[src/rtl/prim_cg_ctrl_pkg.sv]
// Shared types and widths for the clock-gate enable controller.
// Optional gated-cycle statistics are enabled by defining PRIM_CG_CTRL_STATS_EN.
package prim_cg_ctrl_pkg;

    typedef enum logic [1:0] {
        RUN   = 2'd0,
        DRAIN = 2'd1,
        GATED = 2'd2,
        WAKE  = 2'd3
    } cg_state_e;

    localparam int IdleCntW  = 8;
    localparam int WakeCntW  = 4;
    localparam int StatsCntW = 32;

endpackage

[src/rtl/prim_cg_ctrl_stats.sv]
// Saturating counter of cycles spent with the unit clock stopped.
// Only instantiated when PRIM_CG_CTRL_STATS_EN is defined.
module prim_cg_ctrl_stats
    import prim_cg_ctrl_pkg::*;
(
    input  logic                 clk_i,
    input  logic                 rst_i,
    input  logic                 inc_i,
    output logic [StatsCntW-1:0] cnt_o
);

    logic [StatsCntW-1:0] cnt_q;

    // Holds at all-ones once reached; only reset clears it.
    always_ff @(posedge clk_i) begin
        if (rst_i) begin
            cnt_q <= '0;
        end else if (inc_i && (cnt_q != '1)) begin
            cnt_q <= cnt_q + 1'b1;
        end
    end

    assign cnt_o = cnt_q;

endmodule

[src/rtl/prim_clock_gate_ctrl.sv]
// Idle-detecting enable controller for a clock-gating cell with sleep handshake.
// Define PRIM_CG_CTRL_STATS_EN to add the gated_cycles_o statistics port.
module prim_clock_gate_ctrl
    import prim_cg_ctrl_pkg::*;
#(
    parameter int IdleCycles = 8,
    parameter int WakeCycles = 2
) (
    input  logic                 clk_i,
    input  logic                 rst_i,
    input  logic                 busy_i,
    input  logic                 wake_i,
    input  logic                 sleep_ack_i,
    input  logic                 test_en_i,
    output logic                 en_o,
    output logic                 sleep_req_o,
    output logic                 ready_o,
    output logic                 gated_o
`ifdef PRIM_CG_CTRL_STATS_EN
    ,
    output logic [StatsCntW-1:0] gated_cycles_o
`endif
);

    localparam logic [IdleCntW-1:0] IdleLast = IdleCntW'(IdleCycles - 1);
    localparam logic [WakeCntW-1:0] WakeLast = WakeCntW'(WakeCycles - 1);

    cg_state_e             state_q, state_d;
    logic [IdleCntW-1:0]   idle_cnt_q, idle_cnt_d;
    logic [WakeCntW-1:0]   wake_cnt_q, wake_cnt_d;
    logic                  idle;

    assign idle = !busy_i && !wake_i;

    // Counters default to zero so every state entry starts them cleanly.
    always_comb begin
        state_d    = state_q;
        idle_cnt_d = '0;
        wake_cnt_d = '0;
        case (state_q)
            RUN: begin
                if (idle) begin
                    if (idle_cnt_q == IdleLast) begin
                        state_d = DRAIN;
                    end else begin
                        idle_cnt_d = idle_cnt_q + 1'b1;
                    end
                end
            end
            DRAIN: begin
                if (busy_i || wake_i) begin
                    state_d = RUN;
                end else if (sleep_ack_i) begin
                    state_d = GATED;
                end
            end
            GATED: begin
                if (wake_i || busy_i) begin
                    state_d = WAKE;
                end
            end
            WAKE: begin
                if (wake_cnt_q == WakeLast) begin
                    state_d = RUN;
                end else begin
                    wake_cnt_d = wake_cnt_q + 1'b1;
                end
            end
            default: state_d = RUN;
        endcase
        if (test_en_i) begin
            state_d    = RUN;
            idle_cnt_d = '0;
            wake_cnt_d = '0;
        end
    end

    // Outputs are decoded from the next state so they change together with it.
    always_ff @(posedge clk_i) begin
        if (rst_i) begin
            state_q     <= RUN;
            idle_cnt_q  <= '0;
            wake_cnt_q  <= '0;
            en_o        <= 1'b1;
            sleep_req_o <= 1'b0;
            ready_o     <= 1'b1;
            gated_o     <= 1'b0;
        end else begin
            state_q     <= state_d;
            idle_cnt_q  <= idle_cnt_d;
            wake_cnt_q  <= wake_cnt_d;
            en_o        <= (state_d != GATED);
            sleep_req_o <= (state_d != RUN);
            ready_o     <= (state_d == RUN);
            gated_o     <= (state_d == GATED);
        end
    end

`ifdef PRIM_CG_CTRL_STATS_EN
    prim_cg_ctrl_stats u_stats (
        .clk_i (clk_i),
        .rst_i (rst_i),
        .inc_i (gated_o),
        .cnt_o (gated_cycles_o)
    );
`endif

endmodule

[config.mk]
export PLATFORM = sky130hd
export DESIGN_NAME = prim_clock_gate_ctrl
export DESIGN_NICKNAME = d
export VERILOG_FILES = /design/src/rtl/prim_cg_ctrl_pkg.sv /design/src/rtl/prim_cg_ctrl_stats.sv /design/src/rtl/prim_clock_gate_ctrl.sv
export SDC_FILE = /design/constraint.sdc
export NUM_CORES = 1
export LEC_CHECK = 0
export CAP_MARGIN = 40
export CORE_MARGIN = 1
export CORE_UTILIZATION = 35
export CTS_CLUSTER_DIAMETER = 30
export DETAILED_ROUTE_END_ITERATION = 16
export PLACE_DENSITY = 0.65
export SLEW_MARGIN = 10
export SYNTH_ARGS = -nofsm -noshare
export SYNTH_HDL_FRONTEND = slang
export SYNTH_SLANG_ARGS = --single-unit
[constraint.sdc]
create_clock -name clk_i -period 1.36 [get_ports clk_i]
set_input_delay 0.136 -clock clk_i [delete_from_list [all_inputs] [get_ports clk_i]]
set_output_delay 0.136 -clock clk_i [all_outputs]
set_load 0.005 [all_outputs]
Word-level counts from Yosys, hierarchy flattened
Cells that the tools add are included.
Word-level totals
  register bits: 18
  input port bits: 6
Operators by class
  $add $sub $neg: 2
  equal/unequal tests: 7
  multiplexer cells: 8
  bitwise gates (word level): 3
  reductions and logical operators: 9
Operators by type and width (count)
  $mux W2: 7
  $add A8 B1 Y8 const B: 1
  $eq A8 B3 Y1 const B: 1
  $pmux W2 S4: 1
  $eq A2 B2 Y1 const B: 3
  $reduce_or A5 Y1: 1
  $add A4 B1 Y4 const B: 1
  $eq A4 B1 Y1 const B: 1
  $logic_not A2 Y1: 2
  $reduce_or A4 Y1: 1
  $not A1 Y1: 3
  $eq A2 B1 Y1 const B: 1
  $logic_not A1 Y1: 2
  $ne A2 B2 Y1 const B: 1
  $reduce_bool A2 Y1: 1
  $logic_and A1 B1 Y1: 1
  $logic_or A1 B1 Y1: 1

Logic depth before layout (Yosys ltp)
  depth in word-level cells: 6
  gate-level depth with buffers: 5
  mapped depth without buffers: 5

Least setup slack after synthesis
OpenSTA, ideal clock, no wires.
  kind: register to register
  from: reg idle_cnt_q[0]
  to: reg ready_o
  setup time: 0.127 ns
  arrival: 1.231 ns
  required time: 1.233 ns
  setup slack: 0.002 ns
  cell stages (with the launch flop): 5
  path buffers: 0
  cell sequence: dfxtp_1 ha_1 and4bb_2 a21boi_1 or3_1
On the way
  longest elaborated chain between the ends: 6
Ends and longest elaborated chain
  start: declaration: line prim_clock_gate_ctrl.sv:29  | logic [IdleCntW-1:0] idle_cnt_q, idle_cnt_d;
  start signal: assignment: line prim_clock_gate_ctrl.sv:90  | idle_cnt_q <= idle_cnt_d;
  $eq A8 B3 Y1: line prim_clock_gate_ctrl.sv:43  | if (idle_cnt_q == IdleLast) begin
  $mux W2: line prim_clock_gate_ctrl.sv:43
  $mux W2: line prim_clock_gate_ctrl.sv:42  | if (idle) begin
  $pmux W2 S4: line prim_clock_gate_ctrl.sv:40  | case (state_q)
  $mux W2: line prim_clock_gate_ctrl.sv:71  | if (test_en_i) begin
  $logic_not A2 Y1: line prim_clock_gate_ctrl.sv:94  | ready_o <= (state_d == RUN);
  end signal: assignment: line prim_clock_gate_ctrl.sv:94
  end: declaration: line prim_clock_gate_ctrl.sv:17  | output logic ready_o,
No other way between the ends.
A chain may end at the register's enable or synchronous reset.

Final worst setup path
  from: reg wake_cnt_q[1]
  to: reg state_q[0]
On the way
  longest elaborated chain between the ends: 4
Ends and longest elaborated chain
  start: declaration: line prim_clock_gate_ctrl.sv:30  | logic [WakeCntW-1:0] wake_cnt_q, wake_cnt_d;
  start signal: assignment: line prim_clock_gate_ctrl.sv:91  | wake_cnt_q <= wake_cnt_d;
  $eq A4 B1 Y1: line prim_clock_gate_ctrl.sv:63  | if (wake_cnt_q == WakeLast) begin
  $mux W2: line prim_clock_gate_ctrl.sv:63
  $pmux W2 S4: line prim_clock_gate_ctrl.sv:40
  $mux W2: line prim_clock_gate_ctrl.sv:71
  end signal: assignment: line prim_clock_gate_ctrl.sv:89  | state_q <= state_d;
  end: declaration: line prim_clock_gate_ctrl.sv:28  | cg_state_e state_q, state_d;
No other way between the ends.

==> impl_metrics.ini <==
[synthesis]
synthAdderAreaFrac = 0.0483
syn_area_um2 = 777
synthMuxAreaShare = 0
synthArstFlopShare = 0
synth_cell_types = 28
synth_xor_area_frac = 0.0564
syn_inst = 84
ys_seq_area_frac = 0.464
yosysWarningCount = 0
synthSimpleGateAreaFrac = 0.275
yosys_register_bits = 18
synth_edf_count = 0
syn_area_per_cell_um2 = 9.25
synth_ff_type = dfxtp_1
synthesis.nets = 93
synth_top_family_by_area = simple AND/OR/NAND/NOR gates
synth_compound_area_frac = 0.130

[floorplanning]
die_h_um = 49.1
start_util = 0.384
die-area_um2 = 2410
ioPinCount = 10
die_w_um = 49.1
coreArea_um2 = 2020
rows = 16

[worst_setup_path]
worst-path-max-fanout = 4
crit_arrival_ns = 1.51
critical_path_class = flip-flop to flip-flop
required_ns = 1.54
crit_path_end_kind = flip-flop
startpoint_type = flip-flop

[layout]
nNetsFinal = 114
area_delta_synth_final_pct = 28.7
mostFrequentLayoutCells = dfxtp_1 (14), clkdlybuf4s50_1 (9), nor2_1 (8), buf_4 (8), o21ai_0 (7)
insertedDiodeCount = 0
drive_above_1_share = 0.252
fin_util = 0.494
final_common_cell = dfxtp_1

[detailed_routing]
drcViolationCount = 0
vias = 645
ant_nets = 0
drtIter0Drc = 12
dr.pass1.iters = 4
routed_wl_mm = 1.41
avgViaCountPerCell = 4.96
post_drt_wl_per_cell_um = 10.9

[power]
combPwrFrac = 0.048
p_int_uw = 652
p_leak_uw = 0.000340
p_clk_frac = 0.309
switching_share = 0.205
power_switching_uw = 168
ir_worst_vdd_mv = 0.389
p_seq_frac = 0.643
p_per_area_nw_per_um2 = 821

[timing]
rsz0062_at_grt = yes
finalSetupViolCount = 0
hold_viol = 0
finalCritPeriodShare = 0.977
drv_slew = 0
max-slew-margin-rel = 0.792
worstMarginPinSlew_ns = 0.311
period_minus_slack_ns = 1.33
fin_tns_setup_ns = 0
clock_skew_ns = 0.00560
fmax_ghz = 0.752
whs_ns = 0.445

[place]
routabilityCongestion = 0.764
io_buffers = 9
dp.final_hpwl_mm = 1.02

[global_routing]
grt_pass1_wl_mm = 2.53
grt_usage = 0.137
antenna_found_initial = 0
overflow = 0
grt_pass1_vias = 589
grt_max_degree = 11

[clock_network]
clock_path_buffers = 2
path_clk_slew_ns = 0.10
ctsHoldBuffers = 0
cts_root_buf = clkbuf_4
cts_sinks = 18
cts_tree = done
h-tree-depth = 1
insertion_delay_ns = 0.28
cts_made_buffers = 3

[run]
drv_cap = 0

[min_path]
hold_path_class = input pin to flip-flop

[status]
status = finished clean
-- kinds of logic after synthesis --
logic type / after synthesis
AND/OR/NAND/NOR: 38
flip-flops: 18
buffers and inverters: 5
AO/OA/AOI/OAI: 15
XOR/XNOR: 5
adder cells (fa/ha/maj): 3
-- final timing paths --
check | from | to | slack [ns] | depth (start not counted)
max reg2reg | wake_cnt_q[1]$_SDFF_PP0_ | state_q[0]$_SDFF_PP0_ | 0.03 | 5
max | wake_cnt_q[1]$_SDFF_PP0_ | state_q[0]$_SDFF_PP0_ | 0.03 | 5
min reg2reg | idle_cnt_q[0]$_SDFF_PP0_ | idle_cnt_q[0]$_SDFF_PP0_ | 0.51 | 2
min | rst_i | wake_cnt_q[3]$_SDFF_PP0_ | 0.45 | 2
-- metrics by stage --
step           cell area [µm²]  setup slack [ns]  power (µW)  std cells
5_1_grt                   1000           -0.0547         863        130
6_report                  1000            0.0310         821        130
4_1_cts                    987            0.0163         827        130
3_3_place_gp               956          -0.00302         577        127
3_5_place_dp               956           -0.0158         578        127
2_1_floorplan              777           0.00202         550         84
-- layout make-up --
| class | count | area, µm² |
|---|---|---|
| Clock buffer | 3 | 22.5 |
| Inverter | 4 | 15.0 |
| Multi-Input combinational cell | 61 | 413 |
| Sequential cell | 18 | 365 |
| Fill cell | 202 | 1020 |
| Timing Repair Buffer | 17 | 150 |
| Tap cell | 27 | 33.8 |
-- what timing repair did --
| action | CTS | global route |
|---|---|---|
| pin swaps | 0 | 2 |
| setup endpoints to repair | 1 | 7 |
| setup buffers | 0 | 0 |
| gates resized for setup | 2 | 7 |
| hold endpoints to repair | 0 | 0 |
-- critical path, cell delays in order (launching register included) --
cell      delay [ns]
dfxtp_2         0.35
inv_2           0.04
ha_1            0.11
or3b_4          0.40
a221oi_2        0.27
a21oi_1         0.06
-- Yosys cell counts, types with 2 or more instances --
cell type	number	area, µm²
or3_1	4	25.0
xnor2_1	2	17.5
nor2_1	8	30.0
nand2_1	3	11.3
a211oi_2	2	25.0
o21ai_0	7	35.0
inv_1	4	15.0
nand3_1	6	30.0
dfxtp_1	18	360
xor2_1	3	26.3
ha_1	3	37.5
nand4_1	3	18.8
nor3_1	5	25.0
a21oi_1	2	10.0
-- power by group through the flow --
| stage | clock network [µW] | logic (µW) | registers (µW) |
|---|---|---|---|
| after floorplan | 0 | 9.72 | 541 |
| after global placement | 0 | 36.8 | 540 |
| after detailed placement | 0 | 37.3 | 540 |
| after CTS | 261 | 38.2 | 528 |
| after global routing | 292 | 42.2 | 529 |
| final | 254 | 39.2 | 528 |
-- routing by layer --
| metal | share of wire | global-route usage |
|---|---|---|
| met5 | 0 | 0 |
| met4 | 0.0085 | 0.0735 |
| met2 | 0.49 | 0.210 |
| met1 | 0.48 | 0.178 |
| met3 | 0.025 | 0.0280 |
-- state kept, by name, indices dropped and copies added, names as in the netlist --
name,count
sleep_req_o,1
idle_cnt_q,8
gated_o,1
state_q,2
wake_cnt_q,4
ready_o,1
en_o,1
No activity file was read; power rests on OpenSTA's default activity.
